`src/rtl/fp_pkg.sv`:
```
// Shared definitions for the FP32 accumulation controller: FSM states and FP32 field helpers.
package fp_pkg;

  typedef enum logic [1:0] {
    IDLE  = 2'd0,
    ACCUM = 2'd1,
    HOLD  = 2'd2
  } state_t;

  localparam logic [31:0] FP32_QNAN    = 32'h7FC0_0000;
  localparam int          FP32_EXP_MSB = 30;
  localparam int          FP32_EXP_LSB = 23;

  // NaN = all-ones exponent with a nonzero fraction (infinity excluded).
  function automatic logic is_nan(input logic [31:0] x);
    return (&x[FP32_EXP_MSB:FP32_EXP_LSB]) && (|x[FP32_EXP_LSB-1:0]);
  endfunction

endpackage

```
`src/rtl/fp_accum_ctrl_sat_counter.sv`:
```
// Saturating element counter: synchronous clear, load-to-1 and increment, never wraps.
module sat_counter
  import fp_pkg::*;
#(
  parameter int unsigned WIDTH = 16
) (
  input  logic             clk,
  input  logic             rst,
  input  logic             i_clear,
  input  logic             i_load,
  input  logic             i_inc,
  output logic [WIDTH-1:0] o_count
);

  logic [WIDTH-1:0] r_count;

  always_ff @(posedge clk or posedge rst) begin
    if (rst)                          r_count <= '0;
    else if (i_clear)                 r_count <= '0;
    else if (i_load)                  r_count <= WIDTH'(1);
    else if (i_inc && r_count != '1)  r_count <= r_count + WIDTH'(1);
  end

  assign o_count = r_count;

endmodule

```
`src/rtl/fp_accum_ctrl.sv`:
```
// Streaming FP32 accumulation controller around an external combinational add/sub unit.
// Optional sticky NaN tracking is enabled by defining FP_ACCUM_NAN_STICKY_EN.
module fp_accum_ctrl
  import fp_pkg::*;
#(
  parameter int unsigned DATA_WIDTH = 32,
  parameter int unsigned CNT_WIDTH  = 16
) (
  input  logic                  clk,
  input  logic                  rst,
  input  logic                  clear,
  input  logic                  in_valid,
  output logic                  in_ready,
  input  logic [DATA_WIDTH-1:0] in_data,
  input  logic                  in_sub,
  input  logic                  in_last,
  output logic [DATA_WIDTH-1:0] add_a,
  output logic [DATA_WIDTH-1:0] add_b,
  output logic                  add_symbol,
  input  logic [DATA_WIDTH-1:0] add_result,
  output logic                  out_valid,
  input  logic                  out_ready,
  output logic [DATA_WIDTH-1:0] out_data,
  output logic [CNT_WIDTH-1:0]  out_count,
  output logic                  out_nan
);

  state_t                r_state;
  logic [DATA_WIDTH-1:0] r_acc;
  logic                  w_accept;
  logic                  w_force_nan;
  logic [DATA_WIDTH-1:0] w_first;

  assign in_ready   = (r_state != HOLD) && !clear;
  assign w_accept   = in_valid && in_ready;
  assign out_valid  = (r_state == HOLD);
  assign out_data   = r_acc;
  assign add_a      = r_acc;
  assign add_b      = in_data;
  assign add_symbol = in_sub;
  // First element bypasses the adder; subtraction from zero is just a sign flip.
  assign w_first    = in_sub ? {~in_data[DATA_WIDTH-1], in_data[DATA_WIDTH-2:0]} : in_data;

`ifdef FP_ACCUM_NAN_STICKY_EN
  logic r_nan;
  logic w_elem_nan;

  assign w_elem_nan  = is_nan(in_data);
  assign w_force_nan = r_nan || w_elem_nan;
  assign out_nan     = r_nan;

  always_ff @(posedge clk or posedge rst) begin
    if (rst)                                  r_nan <= 1'b0;
    else if (clear)                           r_nan <= 1'b0;
    else if (r_state == HOLD && out_ready)    r_nan <= 1'b0;
    else if (w_accept && w_elem_nan)          r_nan <= 1'b1;
  end
`else
  assign w_force_nan = 1'b0;
  assign out_nan     = 1'b0;
`endif

  always_ff @(posedge clk or posedge rst) begin
    if (rst) begin
      r_state <= IDLE;
      r_acc   <= '0;
    end else if (clear) begin
      r_state <= IDLE;
      r_acc   <= '0;
    end else begin
      case (r_state)
        IDLE: if (w_accept) begin
          r_acc   <= w_force_nan ? FP32_QNAN : w_first;
          r_state <= in_last ? HOLD : ACCUM;
        end
        ACCUM: if (w_accept) begin
          r_acc   <= w_force_nan ? FP32_QNAN : add_result;
          r_state <= in_last ? HOLD : ACCUM;
        end
        HOLD: if (out_ready) r_state <= IDLE;
        default: r_state <= IDLE;
      endcase
    end
  end

  sat_counter #(.WIDTH(CNT_WIDTH)) u_count (
    .clk     (clk),
    .rst     (rst),
    .i_clear (clear),
    .i_load  (w_accept && r_state == IDLE),
    .i_inc   (w_accept && r_state == ACCUM),
    .o_count (out_count)
  );

endmodule
```
`config.mk`:
```
export PLATFORM = sky130hd
export DESIGN_NAME = fp_accum_ctrl
export DESIGN_NICKNAME = d
export VERILOG_FILES = /design/src/rtl/fp_pkg.sv /design/src/rtl/fp_accum_ctrl_sat_counter.sv /design/src/rtl/fp_accum_ctrl.sv
export SDC_FILE = /design/constraint.sdc
export NUM_CORES = 1
export LEC_CHECK = 0
export CAP_MARGIN = 20
export CORE_MARGIN = 2
export CORE_UTILIZATION = 38
export CTS_CLUSTER_DIAMETER = 40
export CTS_CLUSTER_SIZE = 30
export DETAILED_ROUTE_END_ITERATION = 8
export GPL_TIMING_DRIVEN = 1
export PLACE_DENSITY = 0.79
export SKIP_CTS_REPAIR_TIMING = 1
export SLEW_MARGIN = 20
export SYNTH_ARGS = -nofsm -noshare
export SYNTH_HDL_FRONTEND = slang
export SYNTH_HIERARCHICAL = 1
export SYNTH_SLANG_ARGS = --single-unit
```
`constraint.sdc`:
```
create_clock -name clk -period 2.25 [get_ports clk]
set_input_delay 0.45 -clock clk [delete_from_list [all_inputs] [get_ports clk]]
set_output_delay 0.45 -clock clk [all_outputs]
set_load 0.01 [all_outputs]
```
# ---- Word-level counts from Yosys, hierarchy flattened
# Index checks and enable logic that the tools add are counted.
dict set report classes {
  n_bitwise 1
  add_sub_neg 1
  n_eq_ne 8
  muxes 13
  reduce_logical 12
}
# op count
set op_table {}
lappend op_table {{two-way mux 32 bit} 4}
lappend op_table {{case mux 32 bit (2 select lines)} 1}
lappend op_table {{two-way mux 16 bit} 3}
lappend op_table {{adder 16 x 1 -> 16 bit (second input constant)} 1}
lappend op_table {{inequality test 16 bit (second input constant)} 1}
lappend op_table {{two-way mux 2 bit} 4}
lappend op_table {{inequality test 3 bit (second input constant)} 2}
lappend op_table {{nonzero test 3 bit} 2}
lappend op_table {{logical AND 1 bit} 5}
lappend op_table {{case mux 2 bit (2 select lines)} 1}
lappend op_table {{inequality test 3 x 1 -> 1 bit (second input constant)} 1}
lappend op_table {{inequality test 3 x 2 -> 1 bit (second input constant)} 1}
lappend op_table {{AND reduction 3 bit} 1}
lappend op_table {{== test 2 x 1 -> 1 bit (second input constant)} 1}
lappend op_table {{== test 2 bit (second input constant)} 1}
lappend op_table {{zero test 2 bit} 1}
lappend op_table {{inequality test 2 bit (second input constant)} 1}
lappend op_table {{AND reduction 2 bit} 1}
lappend op_table {{OR reduction 2 bit} 1}
lappend op_table {{zero test 1 bit} 1}
lappend op_table {{NOT 1 bit} 1}
dict set report totals {
  output_inout_bits 116
  in_bits 71
  regBits 50
  elab_cells 38
}

# ---- Logic depth before layout (Yosys ltp)
dict set report logic_depth {
  ltp_word 8
  mapped_depth 7
  depth_no_buf 6
}

# ---- Cells and area by module
# The synthesis kept the hierarchy.
# module cells_per_inst area_per_inst_um2 seq_area_each_um2 n_inst
set by_module_without_submodules {}
lappend by_module_without_submodules {fp_accum_ctrl 191 2128.3 850.8 1}
lappend by_module_without_submodules {sat_counter 100 962.2 400.4 1}

# ---- Worst setup path before layout
# OpenSTA, ideal clock, no wires.
dict set report synth_path {
  kind {input to register}
  start {input port clear}
  end {register u_count.r_count[6] (netlist: u_count/o_count[6])}
  path_slack_ps 413
  required_time_ps 2140
  arrival_ps 1727
  path_stages 7
  path_cell_list {nor2_1 nand2_1 clkbuf_1 nor2_1 or2_2 buf_1 o41ai_1}
}
dict set report synth_via {
  elab_chain_cells 6
  word_cells_on_any_way 9
}
# item line
set synth_rtl {}
lappend synth_rtl {{start: declaration} fp_accum_ctrl.sv:11} ;# input logic clear,
lappend synth_rtl {{zero test 1 bit} fp_accum_ctrl.sv:34} ;# assign in_ready = (r_state != HOLD) && !clear;
lappend synth_rtl {{logical AND 1 bit} fp_accum_ctrl.sv:34}
lappend synth_rtl {{logical AND 1 bit} fp_accum_ctrl.sv:35} ;# assign w_accept = in_valid && in_ready;
lappend synth_rtl {{logical AND 1 bit (on tied branches)} {fp_accum_ctrl.sv:90, fp_accum_ctrl.sv:91}}
lappend synth_rtl {{two-way mux 16 bit or logical AND 1 bit (tied branches)} {fp_accum_ctrl_sat_counter.sv:20, fp_accum_ctrl_sat_counter.sv:21}}
lappend synth_rtl {{two-way mux 16 bit or nonzero test 3 bit (tied branches)} n/a}
lappend synth_rtl {{end signal: assignment} fp_accum_ctrl_sat_counter.sv:21} ;# else if (i_inc && r_count != '1) r_count <= r_count + WIDTH'(1);
lappend synth_rtl {{end: declaration} fp_accum_ctrl_sat_counter.sv:15} ;# logic [WIDTH-1:0] r_count;
# Parallel ways exist; a longest one is shown, timed or not.
# A chain may end at the register's enable or synchronous reset.

# ---- Final worst setup path
dict set report layout_path {
  start {input port clear}
  end {output port in_ready}
}
dict set report layout_via {
  elab_chain_cells 2
}
# item line
set layout_rtl {}
lappend layout_rtl {{zero test 1 bit} fp_accum_ctrl.sv:34}
lappend layout_rtl {{logical AND 1 bit} fp_accum_ctrl.sv:34}
lappend layout_rtl {{end: declaration} fp_accum_ctrl.sv:13} ;# output logic in_ready,
# No other way between the ends.

==> out/qor.tcl <==
set qor(status) {completed}
set qor(clock_sink_count) 50
set qor(synth_fp_nets) 363
set qor(async_reset_ff_frac) 1.00
set qor(clock_power_share) 0.273
set qor(synth.distinct_cells) 45
set qor(fin_cells) 518
set qor(end_kind) {primary output}
set qor(grt_overflow_total) 0
set qor(hold_viol_final) 0
set qor(relative_slew_slack) 0.531
set qor(cp.arrival_ns) 1.68
set qor(sequential_fraction_of_design_power) 0.449
set qor(post_synth_inst_count) 291
set qor(initialDrtViolationCount) 59
set qor(post_layout_minimum_cycle_time_ns) 2.13
set qor(antenna_found_initial) 0
set qor(route.antenna.remaining_nets) 0
set qor(setup.worst_path.class) {input port to primary output}
set qor(startpoint_type) {input port}
set qor(vdd.ir_drop.worst_mv) 0.249
set qor(seqCellArea_um2) 1250
set qor(core_area_um2) 7810
set qor(pin_count) 187
set qor(placement_rows) 32
set qor(cts_inserted_buffers) 5
set qor(worst_clock_skew_ns) 0.00408
set qor(place_inst) 510
set qor(num_antenna_cells) 0
set qor(tightest_slew_ns) 0.701
set qor(maxSlewViolCount) 0
set qor(cellPowerDensity_nw_per_um2) 472
set qor(syn_to_final_growth_pct) 50.8
set qor(grt_start_max_net_pins) 35
set qor(synth_area_um2) 3090
set qor(finish.utilization) 0.597
set qor(mean_syn_cell_area_um2) 10.6
set qor(finalNetCount) 487
set qor(finalWeightedCongestion) 0.838
set qor(clkSlewWorstSetupHoldPaths_ns) 0.09
set qor(total_leakage_power_nw) 1.83
set qor(n_fill_cell) 659
set qor(path_class_of_the_lowest_slack_min_delay_path) {flop to flop}
set qor(layout.cells.most_common_list) {sky130_fd_sc_hd__clkdlybuf4s50_1, sky130_fd_sc_hd__dfrtp_1, sky130_fd_sc_hd__mux2i_1}
set qor(floorplan.die_area_um2) 8870
set qor(grt_pass1_wl_mm) 13.6
set qor(worst_slack_ns) 0.123
set qor(placement.io_buffers) 185
set qor(clkLatencyLatePin_ns) 0.30
set qor(place_worst_setup_slack_ns) -0.0572
set qor(rsz0062_at_grt) {false}
set qor(multi_input_area_um2) 1220
set qor(internal_power_mw) 1.62
set qor(layout_worst_path_cycle_share) 0.945
set qor(wirelength_mm) 8.98
set qor(floorplan.initialDensity) 0.396
set qor(mostFrequentLayoutCell) {sky130_fd_sc_hd__clkdlybuf4s50_1}
set qor(ctsRootBufferMaster) {sky130_fd_sc_hd__clkbuf_8}
set qor(synth-seq-area-share) 0.405
set qor(yosys_warnings) 6
set qor(synth-seq-cells) 50
set qor(worst-path-max-fanout) 7
set qor(total_setup_violations_reported_at_the_end_of_the_flow) 0
set qor(switch_share) 0.262
set qor(timing.setup.tns_ns) 0
set qor(cts_tree) {done}
set qor(cp.required_ns) 1.80
set qor(global_route_usage_over_all_layers) 0.195
set qor(routed_via_density) 5.21
set qor(place_hpwl_mm) 7.17
set qor(achievable_frequency_mhz) 470
set qor(totalPowerFinal_mw) 2.20
set qor(drt_drc_violations_left) 0
set qor(maxCapViolCount) 0
set qor(die-height_um) 94.2
set qor(cts_max_path_buffers) 2
set qor(synth_enable_flop_cells) 0
set qor(post_route_cells_drive_above_1_share) 0.0697
set qor(logic_gate_share_of_total_power) 0.278
set qor(avgRoutedWirePerCell_um) 17.3
set qor(firstDrtPassIters) 4
set qor(vias_in_the_first_global_route) 2598
set qor(route.vias.total) 2701
set qor(htreeDepth) 2
set qor(synth_top_flop_cell) {sky130_fd_sc_hd__dfrtp_1}
set qor(switchingPower_uw) 577
set qor(die_w_um) 94.2
## final cells by class
| type | count | share of cell area |
|---|---|---|
| repair buffers | 195 | 0.413 |
| flip-flops and latches | 50 | 0.268 |
| multi-input cells | 156 | 0.261 |
| well taps | 102 | 0.0274 |
| clock buffers | 8 | 0.0236 |
| inverters | 7 | 0.00564 |
## worst paths after layout
| check | slack (ns) | end | from | cells past startpoint |
|---|---|---|---|---|
| max | 0.12 | in_ready | clear | 4 |
| min | 0.53 | add_a[20] | add_a[20] | 1 |
| max reg2reg | 0.33 | u_count/o_count[15] | r_state[1] | 5 |
| min reg2reg | 0.53 | add_a[20] | add_a[20] | 1 |
| max in group asynchronous | 1.31 | u_count/o_count[9] | rst | 2 |
| min in group asynchronous | 0.55 | u_count/o_count[10] | rst | 2 |
## per-layer routing
metal,vias up,global-route usage,wire (µm)
met4,0,0.0399,95
met3,12,0.0409,661
met5,-,0,0
met2,128,0.357,4790
li1,1239,-,-
met1,1322,0.235,3440
## cell usage after synthesis (3+ instances only)
cell type                   count  area, µm²
sky130_fd_sc_hd__nor2_1         6       22.5
sky130_fd_sc_hd__or4_1          4       30.0
sky130_fd_sc_hd__dfrtp_1       50       1250
sky130_fd_sc_hd__mux2i_1       34        340
sky130_fd_sc_hd__nand4_1        3       18.8
sky130_fd_sc_hd__nand3_1        6       30.0
sky130_fd_sc_hd__buf_12         3       60.1
sky130_fd_sc_hd__o31ai_1        4       30.0
sky130_fd_sc_hd__buf_4         67        503
sky130_fd_sc_hd__nor3_1         6       30.0
sky130_fd_sc_hd__o21ai_0        5       25.0
sky130_fd_sc_hd__o2bb2ai_1     32        280
sky130_fd_sc_hd__a21oi_1        9       45.0
sky130_fd_sc_hd__nand2_1       12       45.0
sky130_fd_sc_hd__inv_1          7       26.3
sky130_fd_sc_hd__clkbuf_1       5       18.8
## flip-flops by register name, summed over array words and instances (netlist names)
| signal | count |
|---|---|
| add_a | 32 |
| u_count/o_count | 16 |
| r_state | 2 |
## logic make-up (layout without fill, tap and decap cells)
family          Yosys count  after routing  share of synthesized area
compound gates           61             61                      0.158
xor+xnor                  2              2                    0.00567
fa+ha+maj                 1              1                    0.00405
buf+inv                  85            210                      0.203
flops                    50             50                      0.405
mux                      34             34                      0.110
other cells               1              1                    0.00121
simple gates             57             57                      0.113
## per-stage QoR
step                      instance area, µm²  hold WS [ns]
final                                   4660         0.525
after floorplan                         3090         0.364
after detailed placement                4550         0.501
after global routing                    4660         0.554
after global placement                  4550         0.501
after CTS                               4660         0.527
## power by group through the flow
stage	Sequential [mW]	Clock (mW)	Combinational, mW
2_1_floorplan	1.01	0	0.302
3_3_place_gp	1.00	0	0.610
3_5_place_dp	1.01	0	0.619
4_1_cts	0.988	0.612	0.621
5_1_grt	0.994	0.660	0.656
6_report	0.988	0.600	0.613
## worst max-delay path: stages
cell and delay, ns:
sky130_fd_sc_hd__clkdlybuf4s50_1 0.42, sky130_fd_sc_hd__buf_4 0.17, sky130_fd_sc_hd__nor2_1 0.10, sky130_fd_sc_hd__clkdlybuf4s50_1 0.54
Note: power is estimated with default switching activity, not from simulation.
